$ cat config.mk
export PLATFORM = sky130hd
export DESIGN_NAME = booth_r4_seq_mul
export DESIGN_NICKNAME = d
export VERILOG_FILES = /design/src/rtl/booth_pkg.sv /design/src/rtl/booth_step.sv /design/src/rtl/booth_r4_seq_mul.sv
export SDC_FILE = /design/constraint.sdc
export NUM_CORES = 1
export LEC_CHECK = 0
export ABC_AREA = 0
export BUFFER_PORTS_ARGS = -buffer_cell sky130_fd_sc_hd__buf_2
export CAP_MARGIN = 25
export CORE_MARGIN = 10
export CORE_UTILIZATION = 45
export DETAILED_ROUTE_END_ITERATION = 7
export GPL_TIMING_DRIVEN = 0
export PLACE_DENSITY = 0.68
export REMOVE_ABC_BUFFERS = 1
export SYNTH_ARGS = -nofsm -noshare
export SYNTH_HDL_FRONTEND = slang
export SYNTH_SLANG_ARGS = --single-unit
$ cat constraint.sdc
create_clock -name clk_i -period 6.6 [get_ports clk_i]
set_clock_uncertainty 0.2 [all_clocks]
set_input_delay 0.99 -clock clk_i [delete_from_list [all_inputs] [get_ports clk_i]]
set_output_delay 0.99 -clock clk_i [all_outputs]
set_load 0.005 [all_outputs]
$ cat src/rtl/booth_pkg.sv
// Shared types for the radix-4 Booth sequential multiplier:
// FSM state encoding, partial-product selector and the Booth digit decoder.
package booth_pkg;

  typedef enum logic [1:0] {
    IDLE = 2'd0,
    CALC = 2'd1,
    DONE = 2'd2
  } state_e;

  typedef enum logic [2:0] {
    ZERO = 3'd0,
    POS1 = 3'd1,
    POS2 = 3'd2,
    NEG1 = 3'd3,
    NEG2 = 3'd4
  } booth_sel_e;

  // Map the overlapping 3-bit group {Q[1],Q[0],q_m1} to a multiple of M.
  function automatic booth_sel_e booth_decode(input logic [2:0] code);
    booth_sel_e sel;
    case (code)
      3'b001, 3'b010: sel = POS1;
      3'b011:         sel = POS2;
      3'b100:         sel = NEG2;
      3'b101, 3'b110: sel = NEG1;
      default:        sel = ZERO;
    endcase
    return sel;
  endfunction

endpackage

$ cat src/rtl/booth_step.sv
// One radix-4 Booth step: add 0/+-M/+-2M into the accumulator, then shift
// {A,Q,q_m1} right by two with A's sign replicated. Purely combinational.
// Only Q[DATA_W-1:1] is needed here: Q[0] only feeds the code, which the
// caller builds.
module booth_step
  import booth_pkg::*;
#(
  parameter int DATA_W = 8
) (
  input  logic [DATA_W+1:0] i_a,
  input  logic [DATA_W+1:0] i_m,
  input  logic [DATA_W-1:1] i_q_hi,
  input  logic [2:0]        i_code,
  output logic [DATA_W+1:0] o_a,
  output logic [DATA_W-1:0] o_q,
  output logic              o_q_m1
);

  logic [DATA_W+1:0] w_addend;
  logic              w_cin;
  logic [DATA_W+1:0] w_sum;

  // Select the partial product; negation is one's complement plus carry-in.
  always_comb begin
    w_addend = '0;
    w_cin    = 1'b0;
    case (booth_decode(i_code))
      POS1: w_addend = i_m;
      POS2: w_addend = {i_m[DATA_W:0], 1'b0};
      NEG1: begin
        w_addend = ~i_m;
        w_cin    = 1'b1;
      end
      NEG2: begin
        w_addend = ~{i_m[DATA_W:0], 1'b0};
        w_cin    = 1'b1;
      end
      default: begin
        w_addend = '0;
        w_cin    = 1'b0;
      end
    endcase
  end

  // DATA_W+2 bits hold any intermediate sum of a 2M-bounded Booth sequence.
  assign w_sum  = i_a + w_addend + {{(DATA_W+1){1'b0}}, w_cin};
  assign o_a    = {{2{w_sum[DATA_W+1]}}, w_sum[DATA_W+1:2]};
  assign o_q    = {w_sum[1:0], i_q_hi[DATA_W-1:2]};
  assign o_q_m1 = i_q_hi[1];

endmodule

$ cat src/rtl/booth_r4_seq_mul.sv
// Sequential signed radix-4 Booth multiplier, DATA_W x DATA_W -> 2*DATA_W.
// One Booth digit per cycle, valid/ready on both sides.
// Optional build macro BOOTH_ZERO_SKIP_EN: a zero operand bypasses the
// iterations and lands directly in DONE with a zero product.
module booth_r4_seq_mul
  import booth_pkg::*;
#(
  parameter int DATA_W = 8
) (
  input  logic                  clk_i,
  input  logic                  rst_ni,
  input  logic                  valid_i,
  output logic                  ready_o,
  input  logic [DATA_W-1:0]     mcand_i,
  input  logic [DATA_W-1:0]     mplier_i,
  output logic                  valid_o,
  input  logic                  ready_i,
  output logic [2*DATA_W-1:0]   product_o
);

  localparam int ITER  = DATA_W / 2;
  localparam int CNT_W = (ITER > 1) ? $clog2(ITER) : 1;

  state_e              r_state;
  state_e              w_state_next;
  logic [DATA_W+1:0]   r_a, w_a_next;
  logic [DATA_W+1:0]   r_m, w_m_next;
  logic [DATA_W-1:0]   r_q, w_q_next;
  logic                r_q_m1, w_q_m1_next;
  logic [CNT_W-1:0]    r_cnt, w_cnt_next;

  logic [DATA_W+1:0]   w_step_a;
  logic [DATA_W-1:0]   w_step_q;
  logic                w_step_q_m1;

  booth_step #(
    .DATA_W (DATA_W)
  ) u_step (
    .i_a    (r_a),
    .i_m    (r_m),
    .i_q_hi (r_q[DATA_W-1:1]),
    .i_code ({r_q[1:0], r_q_m1}),
    .o_a    (w_step_a),
    .o_q    (w_step_q),
    .o_q_m1 (w_step_q_m1)
  );

  // State register; reset aborts any operation in flight.
  always_ff @(posedge clk_i or negedge rst_ni) begin
    if (!rst_ni) begin
      r_state <= IDLE;
    end else begin
      r_state <= w_state_next;
    end
  end

  // Datapath registers; cleared so product_o reads zero out of reset.
  always_ff @(posedge clk_i or negedge rst_ni) begin
    if (!rst_ni) begin
      r_a    <= '0;
      r_m    <= '0;
      r_q    <= '0;
      r_q_m1 <= 1'b0;
      r_cnt  <= '0;
    end else begin
      r_a    <= w_a_next;
      r_m    <= w_m_next;
      r_q    <= w_q_next;
      r_q_m1 <= w_q_m1_next;
      r_cnt  <= w_cnt_next;
    end
  end

  // Next-state, datapath load/step and handshake outputs.
  always_comb begin
    w_state_next = r_state;
    w_a_next     = r_a;
    w_m_next     = r_m;
    w_q_next     = r_q;
    w_q_m1_next  = r_q_m1;
    w_cnt_next   = r_cnt;
    ready_o      = 1'b0;
    valid_o      = 1'b0;
    case (r_state)
      IDLE: begin
        ready_o = 1'b1;
        if (valid_i) begin
          w_m_next     = {{2{mcand_i[DATA_W-1]}}, mcand_i};
          w_a_next     = '0;
          w_q_next     = mplier_i;
          w_q_m1_next  = 1'b0;
          w_cnt_next   = '0;
          w_state_next = CALC;
`ifdef BOOTH_ZERO_SKIP_EN
          if ((mcand_i == '0) || (mplier_i == '0)) begin
            w_q_next     = '0;
            w_state_next = DONE;
          end
`endif
        end
      end
      CALC: begin
        w_a_next    = w_step_a;
        w_q_next    = w_step_q;
        w_q_m1_next = w_step_q_m1;
        w_cnt_next  = r_cnt + CNT_W'(1);
        if (r_cnt == CNT_W'(ITER - 1)) begin
          w_state_next = DONE;
        end
      end
      DONE: begin
        valid_o = 1'b1;
        if (ready_i) begin
          w_state_next = IDLE;
        end
      end
      default: w_state_next = IDLE;
    endcase
  end

  // After ITER double shifts the full product sits in A's low half and Q.
  assign product_o = {r_a[DATA_W-1:0], r_q};

endmodule
==> run summary, run 1 <==
## Outcome
- finished clean — result of the run

## GRT
- 0 — GR Overflow Total
- 1637 — number of global-route vias before repair
- 12.5% — Global Route Usage Sum
- 30 — largest net degree at the start of global routing
- 7.38 mm — first-pass GRT wire length
- 0 — antenna violations before repair

## Die
- 3770 um^2 — Core Area
- 6920 um^2 — Total Die Area
- 47.6% — Starting Density
- 22 — Cell Rows
- 38 — Boundary Pins
- 83.2 um — die width
- 83.2 um — die span in y

## Clock tree
- 0 — Hold Buf Count CTS
- built — TritonCTS clock tree
- 2 — number of H-tree levels
- 0 — Resized Gates After CTS
- 2 — buffer depth of the longest clock path
- 0.06 ns — clock-pin slew reported for the worst setup and hold paths after clock tree synthesis
- sky130_fd_sc_hd__clkbuf_8 — root buf cell
- 0.29 ns — Worst-Skew Late Latency
- 29 — number of clock sinks
- 0 — number of buffers added for setup after CTS
- 5 — CTS buffer count

## Yosys
- sky130_fd_sc_hd__dfrtp_1 — area leader, netlist
- 1800 um^2 — combined area of all synthesized cells
- 0 — total number of yosys warnings
- 100% — async set-or-reset flop fraction in the synthesized netlist
- 0 — EDFF count, synth
- sky130_fd_sc_hd__dfrtp_1 — leading register cell type out of synthesis
- 40.4% — share of Yosys cell area claimed by the top area cell type
- 210 — cell count after synthesis
- 8.56 um^2 — Synth Area per Inst
- 38 — unique cell type count in the Yosys netlist
- sky130_fd_sc_hd__dfrtp_1 40%, sky130_fd_sc_hd__nand2_1 10%, sky130_fd_sc_hd__ha_1 6.3%, sky130_fd_sc_hd__xor2_1 5.4%, sky130_fd_sc_hd__o21ai_0 5.0% — top cells by area in the synthesized netlist
- 40.4% — sequential fraction of the synthesis area
- 29 — flops & latches, synth

## Drt
- 5.32 — detailed-route vias per instance
- 204 um — wire length on met3
- 1.95 mm — routed wire length on met2
- 0 — final routed DRC violation total
- 14.6 um — Wirelength per Cell
- 2.06 mm — met1 routed wirelength after detailed routing
- 73 — starting DRC count in detailed routing
- 4.29 mm — wire length after detailed routing
- met4 — top layer in use
- 1560 — number of vias after detailed routing
- 0 — Antenna Nets Post-Route
- 4 — detailed-router iteration count before antenna repair

## Timing
- 0 — final slew viol count
- false — setup repair after global routing missed its margin
- 0.909 ns — transition at the pin with the smallest max-transition slack
- 3.17 ns — final critical path time including I/O delays and setup
- 316 MHz — maximum clock rate
- 0 — final hold vios
- 0 — final-report setup violation count
- 39.3% — slew margin rel.
- 48.0% — share of the cycle needed by the critical path after routing
- 0 ns — sum of negative setup slack

## Worst hold path
- register to register — worst hold path class

## Layout
- 20.0% — fraction of final layout cells with drive strength greater than 1
- 16.3% — relative area change from synthesis to final layout
- 55.4% — final core area utilization
- 275 — layout net count
- 0 — total inserted antenna cells

## Critical path
- 0.72 ns — Critical Path Max Stage Delay
- sky130_fd_sc_hd__dfrtp_1 — Slowest-stage cell, CP
- register — capturing element type of the critical path
- nor2_1, a221oi_1, inv_1, ha_1, a211oi_2, o21bai_1, a21oi_1, nor3_1, o31ai_1 — ordered cell list for the critical path
- 6.60 ns — required time at the worst-slack endpoint
- register to register — kind of critical path
- 17 — maximum fanout along the worst path
- register — CP Launch Type
- 3.16 ns — endpoint arrival time on the critical path

## Run
- 0 — max-cap violations

## Place
- 37 — number of port buffers
- 0.754 — final estimated routing congestion in global placement
- 3.08 mm — sum of net half-perimeters after detailed placement

through the flow:
stage,instance area (um^2),hold slack [ns],worst slack (ns),std cells
after global routing,2090,0.332,3.20,293
after detailed placement,2010,0.300,3.47,285
after global placement,1990,0.290,3.52,284
after CTS,2090,0.310,3.44,293
after floorplan,1750,0.267,3.87,199
final,2090,0.311,3.43,293
final cells by class:
| cell class | instances | area (um^2) |
|---|---|---|
| repair buffers | 38 | 200 |
| clock buffers | 6 | 72.6 |
| multi-input cells | 165 | 1000 |
| fillers | 350 | 1680 |
| flip-flops and latches | 29 | 726 |
| inverters | 5 | 18.8 |
| clock inverters | 2 | 10.0 |
| well taps | 48 | 60.1 |
Yosys cell counts, types with 3 or more instances:
cell type and n:
sky130_fd_sc_hd__xor2_1 11, sky130_fd_sc_hd__buf_2 4, sky130_fd_sc_hd__clkbuf_1 6, sky130_fd_sc_hd__dfrtp_1 29, sky130_fd_sc_hd__nand2_1 50, sky130_fd_sc_hd__ha_1 9, sky130_fd_sc_hd__a21oi_1 5, sky130_fd_sc_hd__nand3_1 7
sky130_fd_sc_hd__nor2b_1 3, sky130_fd_sc_hd__nor2_1 16, sky130_fd_sc_hd__a21o_1 3, sky130_fd_sc_hd__o21a_1 3, sky130_fd_sc_hd__a22oi_1 6, sky130_fd_sc_hd__a31oi_1 7, sky130_fd_sc_hd__inv_1 5, sky130_fd_sc_hd__o21ai_0 18
worst paths after layout:
path | start | end | slack [ns] | cells after the start
min reg2reg | r_cnt[0] | r_cnt[0] | 0.31 | 1
min | r_cnt[0] | r_cnt[0] | 0.31 | 1
max reg2reg | r_q[1] | r_a[8] | 3.43 | 9
max in group asynchronous | rst_ni | r_q[5] | 5.24 | 1
min in group asynchronous | rst_ni | r_a[2] | 0.53 | 1
max | r_q[1] | r_a[8] | 3.43 | 9
critical path: cells and delay by family (launching register included):
| kind | cells | cell delay, ns |
|---|---|---|
| AOI/OAI and AO/OA | 5 | 1.38 |
| DFF | 1 | 0.72 |
| and+or+nand+nor | 2 | 0.37 |
| adders and majority gates | 1 | 0.32 |
| buffers and inverters | 1 | 0.09 |
flip-flops by register name, indices dropped and copies added, names as in the netlist:
register,flops
r_a,8
r_m,8
r_q_m1,1
r_q,8
r_state,2
r_cnt,2
routing by layer:
layer  vias up  track usage (%)
met2        30             20.0
met4         0             6.00
li1        799                -
met5         -                0
met3         8             3.91
met1       723             14.8
cells in the final DEF, fill, tap and decap left out, types with 5 or more instances in the layout:
cell                        n
sky130_fd_sc_hd__a31oi_1    7
sky130_fd_sc_hd__buf_2     37
sky130_fd_sc_hd__dfrtp_1   29
sky130_fd_sc_hd__a21oi_1    5
sky130_fd_sc_hd__nand3_1    7
sky130_fd_sc_hd__clkbuf_8   5
sky130_fd_sc_hd__a22oi_1    6
sky130_fd_sc_hd__o21ai_0   18
sky130_fd_sc_hd__nand2_1   50
sky130_fd_sc_hd__xor2_1    11
sky130_fd_sc_hd__nor2_1    16
sky130_fd_sc_hd__inv_1      5
sky130_fd_sc_hd__ha_1       9
cell families (layout without fill, tap and decap cells):
kind of cell             after synthesis  in the layout  synth area share, %
AO/OA/AOI/OAI                         58             58                 21.5
AND/OR/NAND/NOR                       84             84                 19.9
flip-flops                            29             29                 40.4
buffers and inverters                 16             51                 3.83
XOR/XNOR                              12             12                 5.85
adder cells (fa/ha/maj)               11             11                 8.50
Power of run 1 is left out: the tool's default activity adds up to more than one toggle a clock period on the data nets, which glitch-free logic cannot reach.
==> run 2, diff against run 1 <==
--- a/config.mk
+++ b/config.mk
@@ -12,7 +12,7 @@
 export CORE_UTILIZATION = 45
 export DETAILED_ROUTE_END_ITERATION = 7
 export GPL_TIMING_DRIVEN = 0
-export PLACE_DENSITY = 0.68
+export PLACE_DENSITY = 0.7
 export REMOVE_ABC_BUFFERS = 1
 export SYNTH_ARGS = -nofsm -noshare
 export SYNTH_HDL_FRONTEND = slang
==> constraint.sdc (replaced) <==
create_clock -name clk_i -period 2.7 [get_ports clk_i]
set_clock_uncertainty 0.2 [all_clocks]
set_input_delay 0.405 -clock clk_i [delete_from_list [all_inputs] [get_ports clk_i]]
set_output_delay 0.405 -clock clk_i [all_outputs]
set_load 0.005 [all_outputs]
==> run 2 against run 1 <==
Effect of this change: the run now ends with setup timing left; setup slack lost 3.5 ns; cell area increased by 13%; wire length is 10% higher; critical path type unchanged.
==> run summary, run 2 (same netlist as run 1, synthesis figures left out) <==
## Worst hold path
- mcand_i[6] — startpoint of the worst hold path
- input pin to register — worst hold path class
- r_m[6] — destination of the worst hold path
- 3 — hold depth, +2

## Drt
- 4.74 mm — wire length after detailed routing, +10%
- 4 — detailed-router iteration count before antenna repair, unchanged
- 1658 — number of vias after detailed routing, +6.3%
- 0 — Antenna Nets Post-Route, unchanged
- 5.33 — detailed-route vias per instance, +0.13%
- 15.2 um — Wirelength per Cell, +4.0%
- 87 — starting DRC count in detailed routing, +19%
- 0 — final routed DRC violation total, unchanged

## Layout
- 31.9% — fraction of final layout cells with drive strength greater than 1, +12 points
- 50 x sky130_fd_sc_hd__nand2_1, 37 x sky130_fd_sc_hd__buf_2, 25 x sky130_fd_sc_hd__dfrtp_1 — most frequent cells in the layout
- 0 — total inserted antenna cells, unchanged
- 311 — post-route insts no fill, +6.1%
- r_a x8, r_m x8, r_q x8 — biggest registers after layout
- 294 — layout net count, +6.9%
- sky130_fd_sc_hd__nand2_1 — most common library cell in the layout ignoring fill and taps
- 31.3% — relative area change from synthesis to final layout
- 2360 um^2 — Finished Cell Area, +13%

## Clock tree
- 2 — number of H-tree levels, unchanged
- 0.07 ns — clock-pin slew reported for the worst setup and hold paths after clock tree synthesis, about the same
- built — TritonCTS clock tree
- 5 — CTS buffer count, unchanged
- 2 — buffer depth of the longest clock path, unchanged
- sky130_fd_sc_hd__clkbuf_8 — root buf cell
- 29 — number of clock sinks, unchanged
- 0.29 ns — Worst-Skew Late Latency, about the same

## Timing
- 367 MHz — maximum clock rate, +16%
- 101% — share of the cycle needed by the critical path after routing, +53 points
- -0.0257 ns — sum of negative setup slack, -0.0257 ns
- true — setup repair after global routing missed its margin
- 40.1% — slew margin rel., +0.82 points
- -0.0231 ns — final worst slack, -3.46 ns
- 2 — final-report setup violation count, +2
- 0 — final slew viol count, unchanged
- 2.72 ns — final critical path time including I/O delays and setup, -0.442 ns
- 0 — final hold vios, unchanged
- 0.897 ns — transition at the pin with the smallest max-transition slack, -0.0123 ns

## Critical path
- 0.44 ns — Critical Path Max Stage Delay, -0.28 ns
- r_q[0] — R2R Path Start
- register — CP Launch Type
- -0.02 ns — worst setup slack for register-to-register paths, -3.46 ns
- 2.72 ns — endpoint arrival time on the critical path, -0.44 ns
- register — capturing element type of the critical path
- 4 — maximum fanout along the worst path, -13
- 2.70 ns — required time at the worst-slack endpoint, -3.90 ns
- 12 — depth of the worst register-to-register path, +3
- register to register — kind of critical path
- nor2_4, nor2b_2, o21ai_1, a21oi_2, fa_2, inv_2, fa_2, nor2b_4, o31a_1, o21a_1, o21a_1, o31ai_1 — ordered cell list for the critical path
- r_a[4] — reg2reg end
- sky130_fd_sc_hd__dfrtp_2 — Slowest-stage cell, CP

## Die
- 83.2 um — die width, unchanged
- 6920 um^2 — Total Die Area, unchanged
- 38 — Boundary Pins, unchanged
- 83.2 um — die span in y, unchanged
- 3770 um^2 — Core Area, unchanged
- 22 — Cell Rows, unchanged
- 47.6% — Starting Density, unchanged

## Place
- 0.771 — final estimated routing congestion in global placement, +2.2%
- 2010 um^2 — instance area at placement, unchanged
- 3.00 mm — sum of net half-perimeters after detailed placement, -2.5%
- 285 — Placed Instances, unchanged
- 37 — number of port buffers, unchanged

## GRT
- 7.31 mm — first-pass GRT wire length, -0.93%
- 12.6% — Global Route Usage Sum, +0.050 points
- 1614 — number of global-route vias before repair, -1.4%
- 30 — largest net degree at the start of global routing, unchanged
- 0 — antenna violations before repair, unchanged
- 0 — GR Overflow Total, unchanged

## Outcome
- setup timing — violations in the final reports
- complete, but fails checks — result of the run

## Run
- 0 — max-cap violations, unchanged

==> run 2: area by class of cell <==
class / instances / area [um^2]
timing repair buffer: 57 / 345
multi-input combinational: 165 / 1100
fill: 332 / 1410
tap: 48 / 60.1
sequential: 29 / 731
inverter: 5 / 18.8
clock buffer: 5 / 68.8
clock inverter: 2 / 35.0
==> run 2: worst max-delay path by stage <==
| stage | cells after the start | start | to |
|---|---|---|---|
| floorplan | 9 | r_q[1] | r_a[8] |
| global placement | 9 | r_q[1] | r_a[8] |
| detailed placement | 9 | r_q[1] | r_a[8] |
| CTS | 12 | r_q[0] | r_a[4] |
| global route | 12 | r_q[0] | r_a[4] |
| finish | 12 | r_q[0] | r_a[4] |
==> run 2: routing by layer <==
layer / part of all wire (%) / routed length (um) / track usage (%)
met5: 0 / 0 / 0
met2: 49 / 2310 / 20.4
met3: 5.3 / 252 / 4.49
met1: 44 / 2090 / 14.5
met4: 1.7 / 80 / 5.38
==> run 2: metrics by stage <==
| stage | setup slack [ns] | utilization (%) | hold slack (ns) |
|---|---|---|---|
| finish | -0.0231 | 62.5 | 0.103 |
| CTS | -0.0383 | 59.6 | 0.0944 |
| detailed placement | -0.396 | 53.2 | 0.280 |
| floorplan | -0.0328 | - | -0.0906 |
| global placement | -0.374 | 52.8 | 0.276 |
| global route | -0.127 | 62.5 | 0.102 |
==> run 2: what timing repair did <==
item,CTS,global route
hold buffers,1,0
endpoints found under the hold margin,29,0
pin swaps,5,10
endpoints found under the setup margin,7,6
gates resized for setup,14,14
buffers inserted,10,8
==> run 2: critical path, delay by kind of cell, from the launching register on <==
family	cells	cell delay (ns)
simple gates	3	0.23
flops	1	0.44
fa+ha+maj	2	0.61
compound gates	6	1.07
buf+inv	1	0.08
Power of run 2 is left out for the same reason.
==> run 3, diff against run 2 <==
--- a/config.mk
+++ b/config.mk
@@ -6,7 +6,7 @@
 export NUM_CORES = 1
 export LEC_CHECK = 0
 export ABC_AREA = 0
-export BUFFER_PORTS_ARGS = -buffer_cell sky130_fd_sc_hd__buf_2
+export BUFFER_PORTS_ARGS = -buffer_cell sky130_fd_sc_hd__buf_4
 export CAP_MARGIN = 25
 export CORE_MARGIN = 10
 export CORE_UTILIZATION = 45
@@ -14,6 +14,7 @@
 export GPL_TIMING_DRIVEN = 0
 export PLACE_DENSITY = 0.7
 export REMOVE_ABC_BUFFERS = 1
+export SKIP_CTS_REPAIR_TIMING = 1
 export SYNTH_ARGS = -nofsm -noshare
 export SYNTH_HDL_FRONTEND = slang
 export SYNTH_SLANG_ARGS = --single-unit
==> run 3 against run 2 <==
Effect of this change: the run still ends with setup timing left; first-iteration DRC count is 14% lower; hold slack better by 0.0027 ns; final cell count shrank 2.6%; flip-flop and latch count stayed put; maximum frequency decreased by 3.6%; sequential share of layout area rose by 0.49 points; cell area is 1.4% lower; critical path type unchanged.
==> run summary, run 3 (same netlist as run 1, synthesis figures left out) <==
## GRT
- 15.3% — grt met1 use, +0.82 points
- met2 — GRT Max-Usage Layer
- 0 — antenna violations before repair, unchanged
- 12.4% — Global Route Usage Sum, -0.15 points
- 1586 — number of global-route vias before repair, -1.7%
- 7.37 mm — first-pass GRT wire length, +0.75%
- 5.18% — GR Util met3, +0.68 points
- 0 — GR Overflow Total, unchanged
- 30 — largest net degree at the start of global routing, unchanged
- 19.1% — met2 capacity usage during global routing, -1.3 points

## Critical path
- sky130_fd_sc_hd__dfrtp_4 — Slowest-stage cell, CP
- 9 — maximum fanout along the worst path, +5
- 2 — buffers plus inverters on the worst setup path, +1
- 2.82 ns — endpoint arrival time on the critical path, +0.10 ns
- register — CP Launch Type
- 2.69 ns — required time at the worst-slack endpoint, about the same
- register — capturing element type of the critical path
- buf_2, nand2_2, nor2_1, a221oi_2, buf_4, fa_2, nor2b_4, o31a_1, o21a_1, o21a_1, o31ai_2 — ordered cell list for the critical path
- 0.53 ns — Critical Path Max Stage Delay, +0.09 ns
- sky130_fd_sc_hd__o21a_1 — most repeated library cell on the critical path
- register to register — kind of critical path
- compound AO/OA/AOI/OAI gates — kind of cell adding the most delay to the critical path

## Timing
- 2.82 ns — final critical path time including I/O delays and setup, +0.100 ns
- 0 — final slew viol count, unchanged
- 354 MHz — maximum clock rate, -3.6%
- 105% — share of the cycle needed by the critical path after routing, +3.7 points
- 39.0% — slew margin rel., -1.1 points
- 6 — final-report setup violation count, +4
- -0.124 ns — final worst slack, -0.100 ns
- 0 — final hold vios, unchanged
- -0.421 ns — sum of negative setup slack, -0.396 ns
- true — setup repair after global routing missed its margin
- 0.913 ns — transition at the pin with the smallest max-transition slack, +0.0165 ns

## Outcome
- complete, but fails checks — result of the run
- setup timing — violations in the final reports

## Layout
- 2330 um^2 — Finished Cell Area, -1.4%
- 29.0% — fraction of final layout cells with drive strength greater than 1, -2.9 points
- 29.5% — relative area change from synthesis to final layout
- 61.7% — final core area utilization, -0.86 points
- 285 — layout net count, -3.1%
- 0 — total inserted antenna cells, unchanged
- sky130_fd_sc_hd__nand2_1 — most common library cell in the layout ignoring fill and taps
- 48 x sky130_fd_sc_hd__nand2_1, 45 x sky130_fd_sc_hd__buf_4, 26 x sky130_fd_sc_hd__dfrtp_1 — most frequent cells in the layout
- r_a x8, r_m x8, r_q x8 — biggest registers after layout

## Die
- 83.2 um — die span in y, unchanged
- 22 — Cell Rows, unchanged
- 83.2 um — die width, unchanged
- 3770 um^2 — Core Area, unchanged
- 47.6% — Starting Density, unchanged
- 6920 um^2 — Total Die Area, unchanged
- 38 — Boundary Pins, unchanged

## Drt
- 14.8 um — Wirelength per Cell, -3.1%
- 4 — detailed-router iteration count before antenna repair, unchanged
- 0 — Antenna Nets Post-Route, unchanged
- 1627 — number of vias after detailed routing, -1.9%
- 5.37 — detailed-route vias per instance, +0.72%
- 75 — starting DRC count in detailed routing, -14%
- 4.47 mm — wire length after detailed routing, -5.6%
- 0 — final routed DRC violation total, unchanged

## Clock tree
- 0.06 ns — clock-pin slew reported for the worst setup and hold paths after clock tree synthesis, about the same
- 29 — number of clock sinks, unchanged
- 2 — number of H-tree levels, unchanged
- 5 — CTS buffer count, unchanged
- 2 — buffer depth of the longest clock path, unchanged
- 0.28 ns — Worst-Skew Late Latency, about the same
- built — TritonCTS clock tree
- sky130_fd_sc_hd__clkbuf_8 — root buf cell

## Place
- 0.772 — final estimated routing congestion in global placement, +0.22%
- 2100 um^2 — instance area at placement, +4.6%
- 37 — number of port buffers, unchanged
- 3.08 mm — sum of net half-perimeters after detailed placement, +2.5%

## Run
- 0 — max-cap violations, unchanged

## Worst hold path
- input pin to register — worst hold path class

run 3: cell types whose count changed in the layout (fill, tap and decap cells not counted), sizes merged:
cell	change
bufinv	-1
clkbuf	+1
clkinv	+1
buf	-9
run 3: worst register-to-register path, stage by stage (launching register included):
cell and delay, ns:
sky130_fd_sc_hd__dfrtp_4 0.53, sky130_fd_sc_hd__buf_2 0.20, sky130_fd_sc_hd__nand2_2 0.14, sky130_fd_sc_hd__nor2_1 0.07, sky130_fd_sc_hd__a221oi_2 0.25, sky130_fd_sc_hd__buf_4 0.17
sky130_fd_sc_hd__fa_2 0.23, sky130_fd_sc_hd__nor2b_4 0.05, sky130_fd_sc_hd__o31a_1 0.33, sky130_fd_sc_hd__o21a_1 0.20, sky130_fd_sc_hd__o21a_1 0.18, sky130_fd_sc_hd__o31ai_2 0.17
run 3: final cells by class:
class                           instances  area, um^2
Tap cell                               48        60.1
Fill cell                             331        1450
Clock inverter                          2        10.0
Sequential cell                        29         732
Clock buffer                            6        72.6
Timing Repair Buffer                   48         368
Inverter                                5        18.8
Multi-Input combinational cell        165        1060
run 3: per-layer routing:
metal	vias to the layer above	wire length, um
li1	815	-
met1	765	1920
met2	40	2200
met3	7	299
met4	0	49
met5	-	0
run 3: through the flow:
stage | hold slack (ns) | cells | setup slack [ns]
after floorplan | -0.0906 | 199 | -0.0328
after global placement | 0.155 | 284 | -0.386
after detailed placement | 0.159 | 285 | -0.425
after CTS | -0.151 | 293 | -0.459
after global routing | 0.106 | 303 | -0.255
final | 0.106 | 303 | -0.124
run 3: worst paths after layout:
kind	start	endpoint	slack (ns)	cells past startpoint
setup / recovery	r_q[1]	r_a[4]	-0.12	11
hold / removal	mcand_i[4]	r_m[4]	0.11	3
setup reg to reg	r_q[1]	r_a[4]	-0.12	11
hold reg to reg	r_cnt[0]	r_cnt[0]	0.30	1
max in group asynchronous	rst_ni	r_q[1]	1.61	2
min in group asynchronous	rst_ni	r_a[2]	0.39	2
Power of run 3 is left out for the same reason.
